## config.mk

```make
export PLATFORM = sky130hd
export DESIGN_NAME = cmd_frame_engine
export DESIGN_NICKNAME = d
export VERILOG_FILES = /design/src/rtl/cmd_frame_engine.sv
export SDC_FILE = /design/constraint.sdc
export NUM_CORES = 1
export LEC_CHECK = 0
export CAP_MARGIN = 20
export CORE_MARGIN = 4
export CORE_UTILIZATION = 40
export CTS_CLUSTER_DIAMETER = 120
export DETAILED_ROUTE_END_ITERATION = 10
export GPL_TIMING_DRIVEN = 0
export PLACE_DENSITY = 0.69
export SLEW_MARGIN = 20
export SYNTH_ARGS = -nofsm -noshare
export SYNTH_HDL_FRONTEND = slang
export SYNTH_SLANG_ARGS = --single-unit
```

## constraint.sdc

```tcl
create_clock -name clk50m -period 1.9 [get_ports clk50m]
set_input_delay 0.19 -clock clk50m [delete_from_list [all_inputs] [get_ports clk50m]]
set_output_delay 0.19 -clock clk50m [all_outputs]
set_load 0.02 [all_outputs]
```

## src/rtl/cmd_frame_engine.sv

```systemverilog
// Command-frame engine for the token dispenser.
// It collects a verb byte and N_ARGS argument bytes, decodes the verb and sends the
// reply bytes. For a GO verb it launches the N_CH dispenser channels.
// Inter-byte timeouts, unknown verbs and dispense watchdog expiry are answered with NAK.
module cmd_frame_engine #(
  parameter int          N_ARGS       = 3,
  parameter int          N_CH         = 3,
  parameter int          BYTE_TIMEOUT = 5_000_000,
  parameter int          DISP_TIMEOUT = 500_000_000,
  parameter logic [7:0]  V_PING       = 8'h02,
  parameter logic [7:0]  V_GO         = 8'h06
) (
  input  logic                  clk50m,
  input  logic                  reset,
  input  logic                  rx_ready,
  input  logic [7:0]            rx_data,
  input  logic                  tx_busy,
  output logic                  tx_start,
  output logic [7:0]            tx_data,
  output logic                  disp_start,
  output logic [8*N_CH-1:0]     disp_count,
  input  logic [N_CH-1:0]       disp_done,
  output logic [7:0]            verb_out,
  output logic [8*N_ARGS-1:0]   args_out,
  output logic [3:0]            state_out,
  output logic                  frame_err
);

  localparam int BT_W = $clog2(BYTE_TIMEOUT + 1);
  localparam int WD_W = $clog2(DISP_TIMEOUT + 1);
  localparam int IX_W = $clog2(N_ARGS + 1);

  localparam logic [BT_W-1:0] BT_MAX  = BT_W'(BYTE_TIMEOUT);
  localparam logic [WD_W-1:0] WD_MAX  = WD_W'(DISP_TIMEOUT);
  localparam logic [IX_W-1:0] IX_LAST = IX_W'(N_ARGS - 1);

  localparam logic [7:0] C_CONFIRM = 8'h00;
  localparam logic [7:0] C_HELLO   = 8'h01;
  localparam logic [7:0] C_DONE    = 8'h03;
  localparam logic [7:0] C_ACK     = 8'h04;
  localparam logic [7:0] C_PONG    = 8'h05;
  localparam logic [7:0] C_NAK     = 8'h0F;

  typedef enum logic [3:0] {
    S_ANNOUNCE  = 4'd0,
    S_IDLE      = 4'd1,
    S_ARGS      = 4'd2,
    S_DECODE    = 4'd3,
    S_DISPATCH  = 4'd4,
    S_ECHO      = 4'd5,
    S_WAIT_DISP = 4'd6,
    S_CONFIRM   = 4'd7,
    S_TXW       = 4'd8
  } state_t;

  state_t               state, state_n;
  state_t               ret_state, ret_state_n;
  logic [IX_W-1:0]      idx, idx_n;
  logic [BT_W-1:0]      btmr, btmr_n;
  logic [WD_W-1:0]      wtmr, wtmr_n;
  logic [7:0]           verb_buf, verb_buf_n;
  logic [8*N_ARGS-1:0]  arg_buf, arg_buf_n;
  logic                 tx_start_n;
  logic [7:0]           tx_data_n;
  logic                 disp_start_n;
  logic [8*N_CH-1:0]    disp_count_n;
  logic [7:0]           verb_out_n;
  logic [8*N_ARGS-1:0]  args_out_n;
  logic                 frame_err_n;

  // Saturating increments: the timers stop at their limit instead of wrapping.
  function automatic logic [BT_W-1:0] sat_inc_bt(input logic [BT_W-1:0] v);
    return (v == BT_MAX) ? v : v + 1'b1;
  endfunction

  function automatic logic [WD_W-1:0] sat_inc_wd(input logic [WD_W-1:0] v);
    return (v == WD_MAX) ? v : v + 1'b1;
  endfunction

  assign state_out = state;

  // Next-state and next-output logic. A reply byte is launched by registering
  // tx_start/tx_data, moving to TXW and storing the state to resume afterwards.
  always_comb begin
    state_n      = state;
    ret_state_n  = ret_state;
    idx_n        = idx;
    btmr_n       = btmr;
    wtmr_n       = wtmr;
    verb_buf_n   = verb_buf;
    arg_buf_n    = arg_buf;
    tx_start_n   = 1'b0;
    tx_data_n    = tx_data;
    disp_start_n = 1'b0;
    disp_count_n = disp_count;
    verb_out_n   = verb_out;
    args_out_n   = args_out;
    frame_err_n  = 1'b0;

    case (state)
      S_ANNOUNCE: begin
        tx_start_n  = 1'b1;
        tx_data_n   = C_HELLO;
        ret_state_n = S_IDLE;
        state_n     = S_TXW;
      end

      S_IDLE: begin
        if (rx_ready) begin
          verb_buf_n = rx_data;
          idx_n      = '0;
          btmr_n     = '0;
          state_n    = S_ARGS;
        end
      end

      S_ARGS: begin
        // A byte arriving on the expiry cycle still counts and restarts the timer.
        if (rx_ready) begin
          for (int k = 0; k < N_ARGS; k++) begin
            if (idx == IX_W'(k)) arg_buf_n[8*k +: 8] = rx_data;
          end
          idx_n  = idx + 1'b1;
          btmr_n = '0;
          if (idx == IX_LAST) begin
            args_out_n = arg_buf_n;
            verb_out_n = verb_buf;
            state_n    = S_DECODE;
          end
        end else if (btmr == BT_MAX) begin
          tx_start_n  = 1'b1;
          tx_data_n   = C_NAK;
          frame_err_n = 1'b1;
          ret_state_n = S_IDLE;
          state_n     = S_TXW;
        end else begin
          btmr_n = sat_inc_bt(btmr);
        end
      end

      S_DECODE: begin
        if (verb_out == V_PING) begin
          tx_start_n  = 1'b1;
          tx_data_n   = C_PONG;
          ret_state_n = S_IDLE;
          state_n     = S_TXW;
        end else if (verb_out == V_GO) begin
          state_n = S_DISPATCH;
        end else begin
          tx_start_n  = 1'b1;
          tx_data_n   = C_NAK;
          frame_err_n = 1'b1;
          ret_state_n = S_IDLE;
          state_n     = S_TXW;
        end
      end

      S_DISPATCH: begin
        disp_count_n = args_out[8*N_CH-1:0];
        disp_start_n = 1'b1;
        wtmr_n       = '0;
        tx_start_n   = 1'b1;
        tx_data_n    = C_ACK;
        ret_state_n  = S_ECHO;
        state_n      = S_TXW;
      end

      S_ECHO: begin
        tx_start_n  = 1'b1;
        tx_data_n   = verb_out;
        ret_state_n = S_WAIT_DISP;
        state_n     = S_TXW;
      end

      S_WAIT_DISP: begin
        if (&disp_done) begin
          tx_start_n  = 1'b1;
          tx_data_n   = C_DONE;
          ret_state_n = S_CONFIRM;
          state_n     = S_TXW;
        end else if (wtmr == WD_MAX) begin
          tx_start_n  = 1'b1;
          tx_data_n   = C_NAK;
          frame_err_n = 1'b1;
          ret_state_n = S_IDLE;
          state_n     = S_TXW;
        end else begin
          wtmr_n = sat_inc_wd(wtmr);
        end
      end

      S_CONFIRM: begin
        tx_start_n  = 1'b1;
        tx_data_n   = C_CONFIRM;
        ret_state_n = S_IDLE;
        state_n     = S_TXW;
      end

      S_TXW: begin
        // tx_start is still high in the first TXW cycle, before the transmitter
        // has had a chance to raise tx_busy, so that cycle is skipped.
        if (!tx_start && !tx_busy) state_n = ret_state;
      end

      default: state_n = S_ANNOUNCE;
    endcase
  end

  // State, timers, frame buffers and registered outputs.
  always_ff @(posedge clk50m or negedge reset) begin
    if (!reset) begin
      state      <= S_ANNOUNCE;
      ret_state  <= S_IDLE;
      idx        <= '0;
      btmr       <= '0;
      wtmr       <= '0;
      verb_buf   <= '0;
      arg_buf    <= '0;
      tx_start   <= 1'b0;
      tx_data    <= '0;
      disp_start <= 1'b0;
      disp_count <= '0;
      verb_out   <= '0;
      args_out   <= '0;
      frame_err  <= 1'b0;
    end else begin
      state      <= state_n;
      ret_state  <= ret_state_n;
      idx        <= idx_n;
      btmr       <= btmr_n;
      wtmr       <= wtmr_n;
      verb_buf   <= verb_buf_n;
      arg_buf    <= arg_buf_n;
      tx_start   <= tx_start_n;
      tx_data    <= tx_data_n;
      disp_start <= disp_start_n;
      disp_count <= disp_count_n;
      verb_out   <= verb_out_n;
      args_out   <= args_out_n;
      frame_err  <= frame_err_n;
    end
  end

endmodule

```

==> reports/qor.yml, run 1 <==
n_antenna_cell: 0
postSynthNetCount: 754
utilization_pct: 57.95
layout.nets: 923
hpwl_mm: 12.54
via_count_of_the_first_global_routing_pass: 6114
global_route_wire_length_before_repair_mm: 31.59
p_per_area_nw_per_um2: 1152
worstHoldPathType: "in2async"
initial_core_util_pct: 41.03
top_level_ports: 86
max_clock_freq_mhz: 463.8
setup.worst_path.start_class: "register"
tritoncts: "done"
design_power_total_uw: 11590
finalCritPeriodShare_pct: 113.5
clock_sink_count: 152
synth_async_sr_flop_share_pct: 100.0
cts.path.max_buffers: 2
route.detailed.vias_per_inst: 5.416
fp.dieArea_um2: 20000
placed_cells: 1043
synth-seq-area-share_pct: 53.43
timing.final.hold_violations: 0
seq_area_um2: 3817
synth-warning-count: 0
vdd_drop_max_uv: 718.6
netlist_top_cells_count: "175 x sky130_fd_sc_hd__nand2_1, 151 x sky130_fd_sc_hd__dfrtp_1, 51 x sky130_fd_sc_hd__nor2_1"
worst_ep_required_time_ps: 2210
ys_ff_latch: 152
core_region_area_um2: 17360
violated_checks: "negative setup slack"
postLayoutCellArea_um2: 10060
synth-edff-count: 0
pin_count_of_the_biggest_net_entering_global_routing: 83
port_buffer_count: 85
place.gp.congestion: 0.8509
relSlewSlack_pct: 53.21
drt_iter0_drc: 406
tmin_final_ps: 2156
num_vias: 6169
timing_worst_slew_pin_value_ps: 699.3
detail_route.first_pass.iterations: 5
synthMostInstantiatedCell: "sky130_fd_sc_hd__nand2_1"
n_fill_cell: 1431
post_drt_wl_per_cell_um: 17.24
drt_drc_violations_left: 0
post_route_cells_drive_above_1_share_pct: 27.90
cell_count_after_synthesis: 732
reg2reg_depth: 9
area.growth.synth_to_final_pct: 41.23
root_buffer: "sky130_fd_sc_hd__clkbuf_16"
cts.clk_slew.worst_paths_ps: 60
cp_max_fo: 5
global_route_usage_over_all_layers_pct: 19.59
outcome: "finished with violations"
critPathKind: "reg2reg"
drtAntennaViolNets: 0
netlist.top_cell.by_area: "sky130_fd_sc_hd__dfrtp_1"
rsz0062_at_grt: "true"
grt_overflow_total: 0
rows: 48
synth_area_per_cell_um2: 9.729
cp_data_arrival_time_ps: 2460
final_wirelength_mm: 19.64
timing.max_cap.violations: 0
placed_area_um2: 8312
synth_largest_type_area_fraction_pct: 53.06
leading_cell_types_by_total_area_after_synthesis: "sky130_fd_sc_hd__dfrtp_1 53%, sky130_fd_sc_hd__nand2_1 9.2%, sky130_fd_sc_hd__mux2_2 4.4%"
insertion_delay_of_the_later_clocked_pin_in_the_worst_skew_pair_ps: 420
area_of_the_mapped_netlist_um2: 7122
die-width_um: 141.4
htree_num_levels: 4
synth_top_flop_cell: "sky130_fd_sc_hd__dfrtp_1"
grt_antenna_before_repair: 0
post-route-worst-setup-slack_ps: -255.9
static-leakage-power_uw: 0.004564
timing.clock.skew_ps: 5.437
cts_inserted_buffers: 17
final-max-slew-violation-count: 0
die_h_um: 141.4
endpoint_kind: "register"
setup_tns_ps: -6115
synth.distinct_cells: 64
multi_input_comb_area_um2: 3623
setup_violations: 54
final-instance-count-excl-fill: 1139
==> worst max-delay path, cell delays in order, from the launching register on <==
cell	delay [ps]
sky130_fd_sc_hd__dfrtp_1	410
sky130_fd_sc_hd__inv_2	90
sky130_fd_sc_hd__ha_4	130
sky130_fd_sc_hd__nor4bb_4	180
sky130_fd_sc_hd__nand4_1	170
sky130_fd_sc_hd__buf_4	180
sky130_fd_sc_hd__o31ai_4	320
sky130_fd_sc_hd__nor3_4	110
sky130_fd_sc_hd__buf_6	150
sky130_fd_sc_hd__a221o_1	300
==> placed cells by master, fill, tap and decap left out, types with 18 or more instances in the layout <==
master	count
sky130_fd_sc_hd__dfrtp_1	141
sky130_fd_sc_hd__mux2i_1	20
sky130_fd_sc_hd__nand4_1	22
sky130_fd_sc_hd__buf_6	18
sky130_fd_sc_hd__o21ai_0	25
sky130_fd_sc_hd__nor2_1	42
sky130_fd_sc_hd__clkdlybuf4s50_1	84
sky130_fd_sc_hd__mux2_2	24
sky130_fd_sc_hd__nand2_1	169
sky130_fd_sc_hd__buf_4	53
==> sequential cells by signal, indices dropped and copies added, names as in the netlist, 2 cells and up <==
register	cells
disp_count	24
state_out	4
btmr	23
tx_data	8
wtmr	29
args_out	24
arg_buf	16
ret_state	3
verb_out	8
idx	2
verb_buf	8
==> final timing paths <==
check                                        startpoint  slack, ps                          to
max in group asynchronous                         reset        780    state_out[0]$_DFFE_PN0P_
min in group clk50m             verb_buf[1]$_DFFE_PN0P_        460     verb_out[1]$_DFFE_PN0P_
worst min-delay path                              reset        310  disp_count[17]$_DFFE_PN0P_
worst max register to register      btmr[1]$_DFFE_PN0P_       -260    ret_state[1]$_DFFE_PN0P_
worst min register to register  verb_buf[1]$_DFFE_PN0P_        460     verb_out[1]$_DFFE_PN0P_
worst max-delay path                btmr[1]$_DFFE_PN0P_       -260    ret_state[1]$_DFFE_PN0P_
==> metrics by stage <==
step	worst slack [ps]	hold WS [ps]
after floorplan	-104.7	-105.6
after global placement	-6285	449.6
after detailed placement	-522.4	197.2
after CTS	-202.4	339.7
after global routing	-351.9	363.1
final	-255.9	314.0
==> where the power goes <==
group,leakage (µW),switching [µW],internal [µW]
clock,0.000292,1280,2060
combinational,0.00228,1880,1850
sequential,0.00200,626,3900
==> cell families after synthesis <==
logic type                 after synthesis  share of synthesized area [%]
and+or+nand+nor                        343                          22.65
DFF                                    152                          53.43
AOI/OAI and AO/OA                      107                          9.487
buffers and inverters                   52                          3.145
muxes                                   48                          7.238
xor gates and xnor gates                23                          2.829
adders and majority gates                7                          1.230
==> what timing repair did <==
action / in CTS / in global routing
hold buffers: 1 / 0
buffers inserted: 42 / 31
setup endpoints to repair: 139 / 134
gates resized for setup: 105 / 79
endpoints found under the hold margin: 70 / 0
gates cloned: 2 / 0
pin swaps: 51 / 61
==> area by class of cell <==
type	count	area share (%)
well taps	225	2.799
multi-input cells	528	36.02
inverters	20	0.7464
clock buffers	23	4.851
flip-flops and latches	152	37.95
repair buffers	159	15.15
clock inverters	9	0.9703
plain buffers	23	1.505
==> per-layer routing <==
| metal | wire length (µm) | part of all wire [%] | track usage, % | vias to the layer above |
|---|---|---|---|---|
| li1 | - | - | - | 2867 |
| met1 | 8195 | 42 | 26.11 | 3041 |
| met2 | 9898 | 50 | 32.10 | 210 |
| met3 | 1027 | 5.2 | 4.011 | 51 |
| met4 | 515 | 2.6 | 6.616 | 0 |
| met5 | 0 | 0 | 0 | - |
Note: power is estimated with default switching activity, not from simulation.
==> run 2, diff against run 1 <==
- SKIP_LAST_GASP: default -> 1
==> run 2 against run 1 <==
  * The flow still finishes with violations (negative setup slack)
  * First-iteration DRC count rose by 11%
  * Clock-buffer cell count is the same
  * Power is 0.11% lower
  * Clock skew is 2.4 ps higher
  * Design area fell by 0.73%
  * Sequential cell count is the same
  * Maximum frequency is 1.1% lower
  * Via count is 0.55% lower
  * Die area unchanged
  * Non-clock buffer count fell by 4
  * Largest cell class unchanged
==> reports/qor.yml, run 2 (synthesized netlist as in run 1, its figures left out) <==
post_drt_wl_per_cell_um: 17.33  # +0.55%
r2r_start: "btmr[1]$_DFFE_PN0P_"
clock_sink_count: 152  # unchanged
drt_drc_violations_left: 0  # unchanged
die-width_um: 141.4  # unchanged
layout.nets: 919  # -0.43%
route.detailed.vias_per_inst: 5.405  # -0.20%
layout_common_cells: "169 x sky130_fd_sc_hd__nand2_1, 144 x sky130_fd_sc_hd__dfrtp_1, 84 x sky130_fd_sc_hd__clkdlybuf4s50_1, 51 x sky130_fd_sc_hd__buf_4, 43 x sky130_fd_sc_hd__nor2_1"
pin_count_of_the_biggest_net_entering_global_routing: 83  # unchanged
timing.final.hold_violations: 0  # unchanged
vdd_drop_max_uv: 722.2  # +0.51%
grt_antenna_before_repair: 0  # unchanged
tritoncts: "done"
post-route-worst-setup-slack_ps: -280.7  # -24.75 ps
grt_overflow_total: 0  # unchanged
switchingPower_uw: 3791  # +0.21%
setup.worst_path.start_class: "register"
cp_max_fo: 5  # unchanged
setup_violations: 53  # -1.9%
drt_iter0_drc: 449  # +11%
timing.clock.skew_ps: 7.825  # +2.388 ps
worstHoldPathType: "in2async"
power.share.combinational_pct: 31.9  # -0.2 points
largest-register: "wtmr"
final_common_cell: "sky130_fd_sc_hd__nand2_1"
placed_cells: 1043  # unchanged
crit_path_start: "btmr[1]$_DFFE_PN0P_"
timing.max_cap.violations: 0  # unchanged
global_route_usage_over_all_layers_pct: 19.54  # -0.058 points
r2r_end: "ret_state[1]$_DFFE_PN0P_"
worst_ep_required_time_ps: 2210  # about the same
root_buffer: "sky130_fd_sc_hd__clkbuf_16"
max_clock_freq_mhz: 458.6  # -1.1%
drtAntennaViolNets: 0  # unchanged
internal_power_uw: 7786  # -0.26%
switching_share_of_power_pct: 32.74  # +0.10 points
crit_end: "ret_state[1]$_DFFE_PN0P_"
n_fill_cell: 1435  # +0.28%
largest_registers: "wtmr: 29 flops, args_out: 24 flops, disp_count: 24 flops"
cp_data_arrival_time_ps: 2490  # +30 ps
n_antenna_cell: 0  # unchanged
fp.dieArea_um2: 20000  # unchanged
timing_worst_slew_pin_value_ps: 671.0  # -28.28 ps
htree_num_levels: 4  # unchanged
cts.clk_slew.worst_paths_ps: 60  # about the same
share_clk_of_total_power_pct: 29.0  # +0.2 points
final-max-slew-violation-count: 0  # unchanged
endpoint_kind: "register"
violated_checks: "negative setup slack"
cts_inserted_buffers: 17  # unchanged
cts.path.max_buffers: 2  # unchanged
max_reg_flops: 29  # unchanged
reg2reg_depth: 9  # unchanged
die_h_um: 141.4  # unchanged
area.growth.synth_to_final_pct: 40.20
initial_core_util_pct: 41.03  # unchanged
tmin_final_ps: 2181  # +24.75 ps
detail_route.first_pass.iterations: 5  # unchanged
num_vias: 6135  # -0.55%
insertion_delay_of_the_later_clocked_pin_in_the_worst_skew_pair_ps: 430  # about the same
top_level_ports: 86  # unchanged
place.gp.congestion: 0.8509  # unchanged
core_region_area_um2: 17360  # unchanged
outcome: "finished with violations"
hpwl_mm: 12.54  # unchanged
critPathKind: "reg2reg"
rows: 48  # unchanged
design_power_total_uw: 11580  # -0.11%
finalCritPeriodShare_pct: 114.8  # +1.3 points
p_per_area_nw_per_um2: 1159  # +0.63%
final_wirelength_mm: 19.68  # +0.19%
port_buffer_count: 85  # unchanged
final-instance-count-excl-fill: 1135  # -0.35%
hold_ws_ps: 307.8  # -6.133 ps
relSlewSlack_pct: 55.10  # +1.9 points
r2r_slack_ps: -280  # -20 ps
setup_tns_ps: -6743  # -628.3 ps
pwr-share-seq_pct: 39.1  # about the same
post_route_cells_drive_above_1_share_pct: 26.81  # -1.1 points
via_count_of_the_first_global_routing_pass: 6106  # -0.13%
rsz0062_at_grt: "true"
static-leakage-power_uw: 0.004520  # -0.97%
global_route_wire_length_before_repair_mm: 31.48  # -0.33%
-- run 2: cell count changes in the layout (fill, tap and decap cells not counted), sizes merged --
cell | before | now
buf | 80 | 76
-- run 2: worst max-delay path, cell delays in order (launching register included) --
cell	delay (ps)
sky130_fd_sc_hd__dfrtp_1	410
sky130_fd_sc_hd__inv_2	90
sky130_fd_sc_hd__ha_4	130
sky130_fd_sc_hd__nor4bb_4	180
sky130_fd_sc_hd__nand4_1	180
sky130_fd_sc_hd__buf_4	190
sky130_fd_sc_hd__o31ai_4	320
sky130_fd_sc_hd__nor3_4	110
sky130_fd_sc_hd__buf_6	160
sky130_fd_sc_hd__a221o_1	300
-- run 2: worst min path at each step --
stage | end | slack, ps | cells past startpoint
after global placement | verb_out[7]$_DFFE_PN0P_ | 450 | 2
after detailed placement | disp_count[14]$_DFFE_PN0P_ | 200 | 1
final | disp_count[17]$_DFFE_PN0P_ | 310 | 2
after CTS | disp_count[17]$_DFFE_PN0P_ | 340 | 2
after floorplan | arg_buf[0]$_DFFE_PN0P_ | -110 | 0
after global routing | disp_count[17]$_DFFE_PN0P_ | 370 | 2
-- run 2: power groups by stage --
stage / logic (µW) / clock network [µW] / registers (µW)
2_1_floorplan: 1460 / 0 / 4750
3_3_place_gp: 2980 / 0 / 4530
3_5_place_dp: 3040 / 0 / 4540
4_1_cts: 3500 / 3400 / 4490
5_1_grt: 3990 / 3550 / 4610
6_report: 3700 / 3350 / 4530
-- run 2: final cells by class --
cell class / count / area (µm²) / area share (%)
repair buffers: 155 / 1490 / 14.92
well taps: 225 / 281.5 / 2.820
multi-input cells: 528 / 3586 / 35.91
clock buffers: 23 / 488.0 / 4.887
clock inverters: 9 / 97.59 / 0.9774
plain buffers: 23 / 152.6 / 1.529
flip-flops and latches: 152 / 3814 / 38.20
inverters: 20 / 75.07 / 0.7519
-- run 2: repair_timing --
action,CTS,global route
setup buffers,42,26
cloned,2,0
pin swaps,50,65
hold buffers,1,0
setup endpoints to repair,139,134
gates resized for setup,97,76
endpoints found under the hold margin,70,0
-- run 2: metrics by stage --
stage               worst slack, ps  util, %  instance area [µm²]
finish                       -280.7    57.53                 9985
global route                 -366.8    57.53                 9985
CTS                          -202.4    55.08                 9560
detailed placement           -522.4    47.89                 8312
global placement              -6285    47.70                 8279
floorplan                    -104.7        -                 7147
-- run 2: routing by layer --
layer | vias to the layer above | routed length, µm | GRT usage, %
met5 | - | 0 | 0
met4 | 0 | 430 | 6.515
met3 | 43 | 899 | 3.977
met2 | 199 | 9992 | 32.00
met1 | 3037 | 8352 | 26.09
li1 | 2856 | - | -
==> run 3, diff against run 2 <==
- CAP_MARGIN: 20 -> 0
- CORE_MARGIN: 4 -> 1.5
==> run 3 against run 2 <==
  * The run still ends with negative setup slack left
  * Critical path depth unchanged
  * Clock-buffer cell count increased by 3
  * Routed wire length increased by 1.8%
  * Design area increased by 1.8%
  * Final cell count increased by 0.70%
  * Critical path type unchanged
  * Highest routed layer unchanged
==> reports/qor.yml, run 3 (synthesized netlist as in run 1, its figures left out) <==
outcome: "finished with violations"
violated_checks: "negative setup slack"
pin_count_of_the_biggest_net_entering_global_routing: 99  # +19%
area.growth.synth_to_final_pct: 42.66
global_route_usage_over_all_layers_pct: 21.32  # +1.8 points
detailedPlace.worstSlack_ps: -487.5  # +34.94 ps
cts_inserted_buffers: 17  # unchanged
post_route_cells_drive_above_1_share_pct: 27.78  # +0.96 points
die-width_um: 136.4  # -3.5%
cp_max_fo: 5  # unchanged
final-max-slew-violation-count: 0  # unchanged
initial_core_util_pct: 41.03  # unchanged
worst_ep_required_time_ps: 2240  # +30 ps
fp.dieArea_um2: 18610  # -6.9%
layout_common_cells: "165 x sky130_fd_sc_hd__nand2_1, 142 x sky130_fd_sc_hd__dfrtp_1, 84 x sky130_fd_sc_hd__clkdlybuf4s50_1, 61 x sky130_fd_sc_hd__buf_4, 43 x sky130_fd_sc_hd__nor2_1"
root_buffer: "sky130_fd_sc_hd__clkbuf_16"
post_drt_wl_per_cell_um: 17.53  # +1.1%
route.detailed.vias_per_inst: 5.433  # +0.51%
grt_antenna_before_repair: 0  # unchanged
max_reg_flops: 29  # unchanged
drt_iter0_drc: 448  # -0.22%
top_level_ports: 86  # unchanged
htree_num_levels: 4  # unchanged
cts.clk_slew.worst_paths_ps: 60  # about the same
post-route-worst-setup-slack_ps: -352.5  # -71.82 ps
timing.clock.skew_ps: 8.049  # +0.2235 ps
core_region_area_um2: 17360  # unchanged
insertion_delay_of_the_later_clocked_pin_in_the_worst_skew_pair_ps: 420  # about the same
tritoncts: "done"
n_antenna_cell: 0  # unchanged
worstHoldPathType: "in2async"
internal_power_uw: 8356  # +7.3%
port_buffer_count: 85  # unchanged
static-leakage-power_uw: 0.004648  # +2.8%
final_common_cell: "sky130_fd_sc_hd__nand2_1"
grt_overflow_total: 0  # unchanged
tmin_final_ps: 2252  # +71.82 ps
switchingPower_uw: 3801  # +0.27%
p_per_area_nw_per_um2: 1197  # +3.2%
via_count_of_the_first_global_routing_pass: 5922  # -3.0%
pwr-share-seq_pct: 37.3  # -1.8 points
final_wirelength_mm: 20.03  # +1.8%
largest_registers: "wtmr: 29 flops, args_out: 24 flops, disp_count: 24 flops"
cts.path.max_buffers: 2  # unchanged
timing.max_cap.violations: 0  # unchanged
place.gp.congestion: 0.8629  # +1.4%
setup_violations: 54  # +1.9%
finalCritPeriodShare_pct: 118.6  # +3.8 points
rows: 48  # unchanged
drtAntennaViolNets: 0  # unchanged
power.share.combinational_pct: 30.2  # -1.7 points
timing.final.hold_violations: 0  # unchanged
share_clk_of_total_power_pct: 32.4  # +3.4 points
detail_route.first_pass.iterations: 5  # unchanged
largest-register: "wtmr"
num_vias: 6210  # +1.2%
drt_drc_violations_left: 0  # unchanged
global_route_wire_length_before_repair_mm: 30.59  # -2.8%
hpwl_mm: 12.15  # -3.1%
relSlewSlack_pct: 59.72  # +4.6 points
rsz0062_at_grt: "true"
timing_worst_slew_pin_value_ps: 602.0  # -69.06 ps
die_h_um: 136.4  # -3.5%
max_clock_freq_mhz: 444.0  # -3.2%
clock_sink_count: 152  # unchanged
endpoint_kind: "register"
critPathKind: "reg2reg"
cp_data_arrival_time_ps: 2600  # +110 ps
utilization_pct: 58.54  # +1.0 points
vdd_drop_max_uv: 686.4  # -5.0%
layout.nets: 927  # +0.87%
switching_share_of_power_pct: 31.26  # -1.5 points
setup.worst_path.start_class: "register"
-- run 3: area by class of cell --
| type | count | area (µm²) |
|---|---|---|
| inverter | 20 | 75.07 |
| buffer | 23 | 153.9 |
| fill | 1430 | 7197 |
| sequential | 152 | 3816 |
| tap | 225 | 281.5 |
| clock inverter | 6 | 155.1 |
| clock buffer | 26 | 539.3 |
| multi-input combinational | 529 | 3585 |
| timing repair buffer | 162 | 1554 |
-- run 3: worst paths after layout --
| path | start | endpoint | slack, ps | depth (start not counted) |
|---|---|---|---|---|
| max in group asynchronous | reset | state_out[0]$_DFFE_PN0P_ | 780 | 3 |
| min reg2reg | verb_buf[3]$_DFFE_PN0P_ | verb_out[3]$_DFFE_PN0P_ | 470 | 2 |
| min in group clk50m | verb_buf[3]$_DFFE_PN0P_ | verb_out[3]$_DFFE_PN0P_ | 470 | 2 |
| max reg2reg | wtmr[6]$_DFFE_PN0P_ | wtmr[18]$_DFFE_PN0P_ | -350 | 9 |
| min | reset | disp_count[18]$_DFFE_PN0P_ | 270 | 2 |
| max | wtmr[6]$_DFFE_PN0P_ | wtmr[18]$_DFFE_PN0P_ | -350 | 9 |
-- run 3: critical path: stages, from the launching register on --
cell and delay (ps):
sky130_fd_sc_hd__dfrtp_1 410, sky130_fd_sc_hd__nor4bb_4 320, sky130_fd_sc_hd__nand4_1 230, sky130_fd_sc_hd__buf_4 210, sky130_fd_sc_hd__o31ai_4 270, sky130_fd_sc_hd__and2_4 250
sky130_fd_sc_hd__buf_8 150, sky130_fd_sc_hd__buf_6 120, sky130_fd_sc_hd__o21ai_2 50, sky130_fd_sc_hd__a21oi_1 170
-- run 3: metrics by stage --
stage	setup TNS, ps	total power, µW	instance area, µm²	std cells	hold slack (ps)
after floorplan	-268.8	6210	7147	732	-105.6
after global placement	-902950	7491	8279	1042	450.3
after detailed placement	-44230	7555	8312	1043	141.3
after CTS	-3370	11860	9619	1116	287.5
after global routing	-15500	12700	10160	1143	309.8
final	-11290	12160	10160	1143	268.1
-- run 3: power by group through the flow --
stage / sequential (µW) / clock (µW) / combinational [µW]
after floorplan: 4750 / 0 / 1460
after global placement: 4530 / 0 / 2970
after detailed placement: 4540 / 0 / 3020
after CTS: 4510 / 3970 / 3380
after global routing: 4620 / 4120 / 3970
final: 4540 / 3940 / 3680
-- run 3: timing repair --
item / CTS / global route
endpoints found under the hold margin: 54 / 0
gates resized for setup: 67 / 114
cloned: 4 / 1
pin swaps: 42 / 61
hold buffers: 1 / 0
buffers inserted: 44 / 28
endpoints found under the setup margin: 142 / 135
-- run 3: metal layers --
layer  routed length [µm]  share of wire, %  vias to the layer above  track usage, %
met5                    0                 0                        -               0
met4                  492               2.5                        0           7.270
met3                  979               4.9                       53           4.847
met2                10100                50                      206           34.82
met1                 8458                42                     3090           27.92
li1                     -                 -                     2861               -
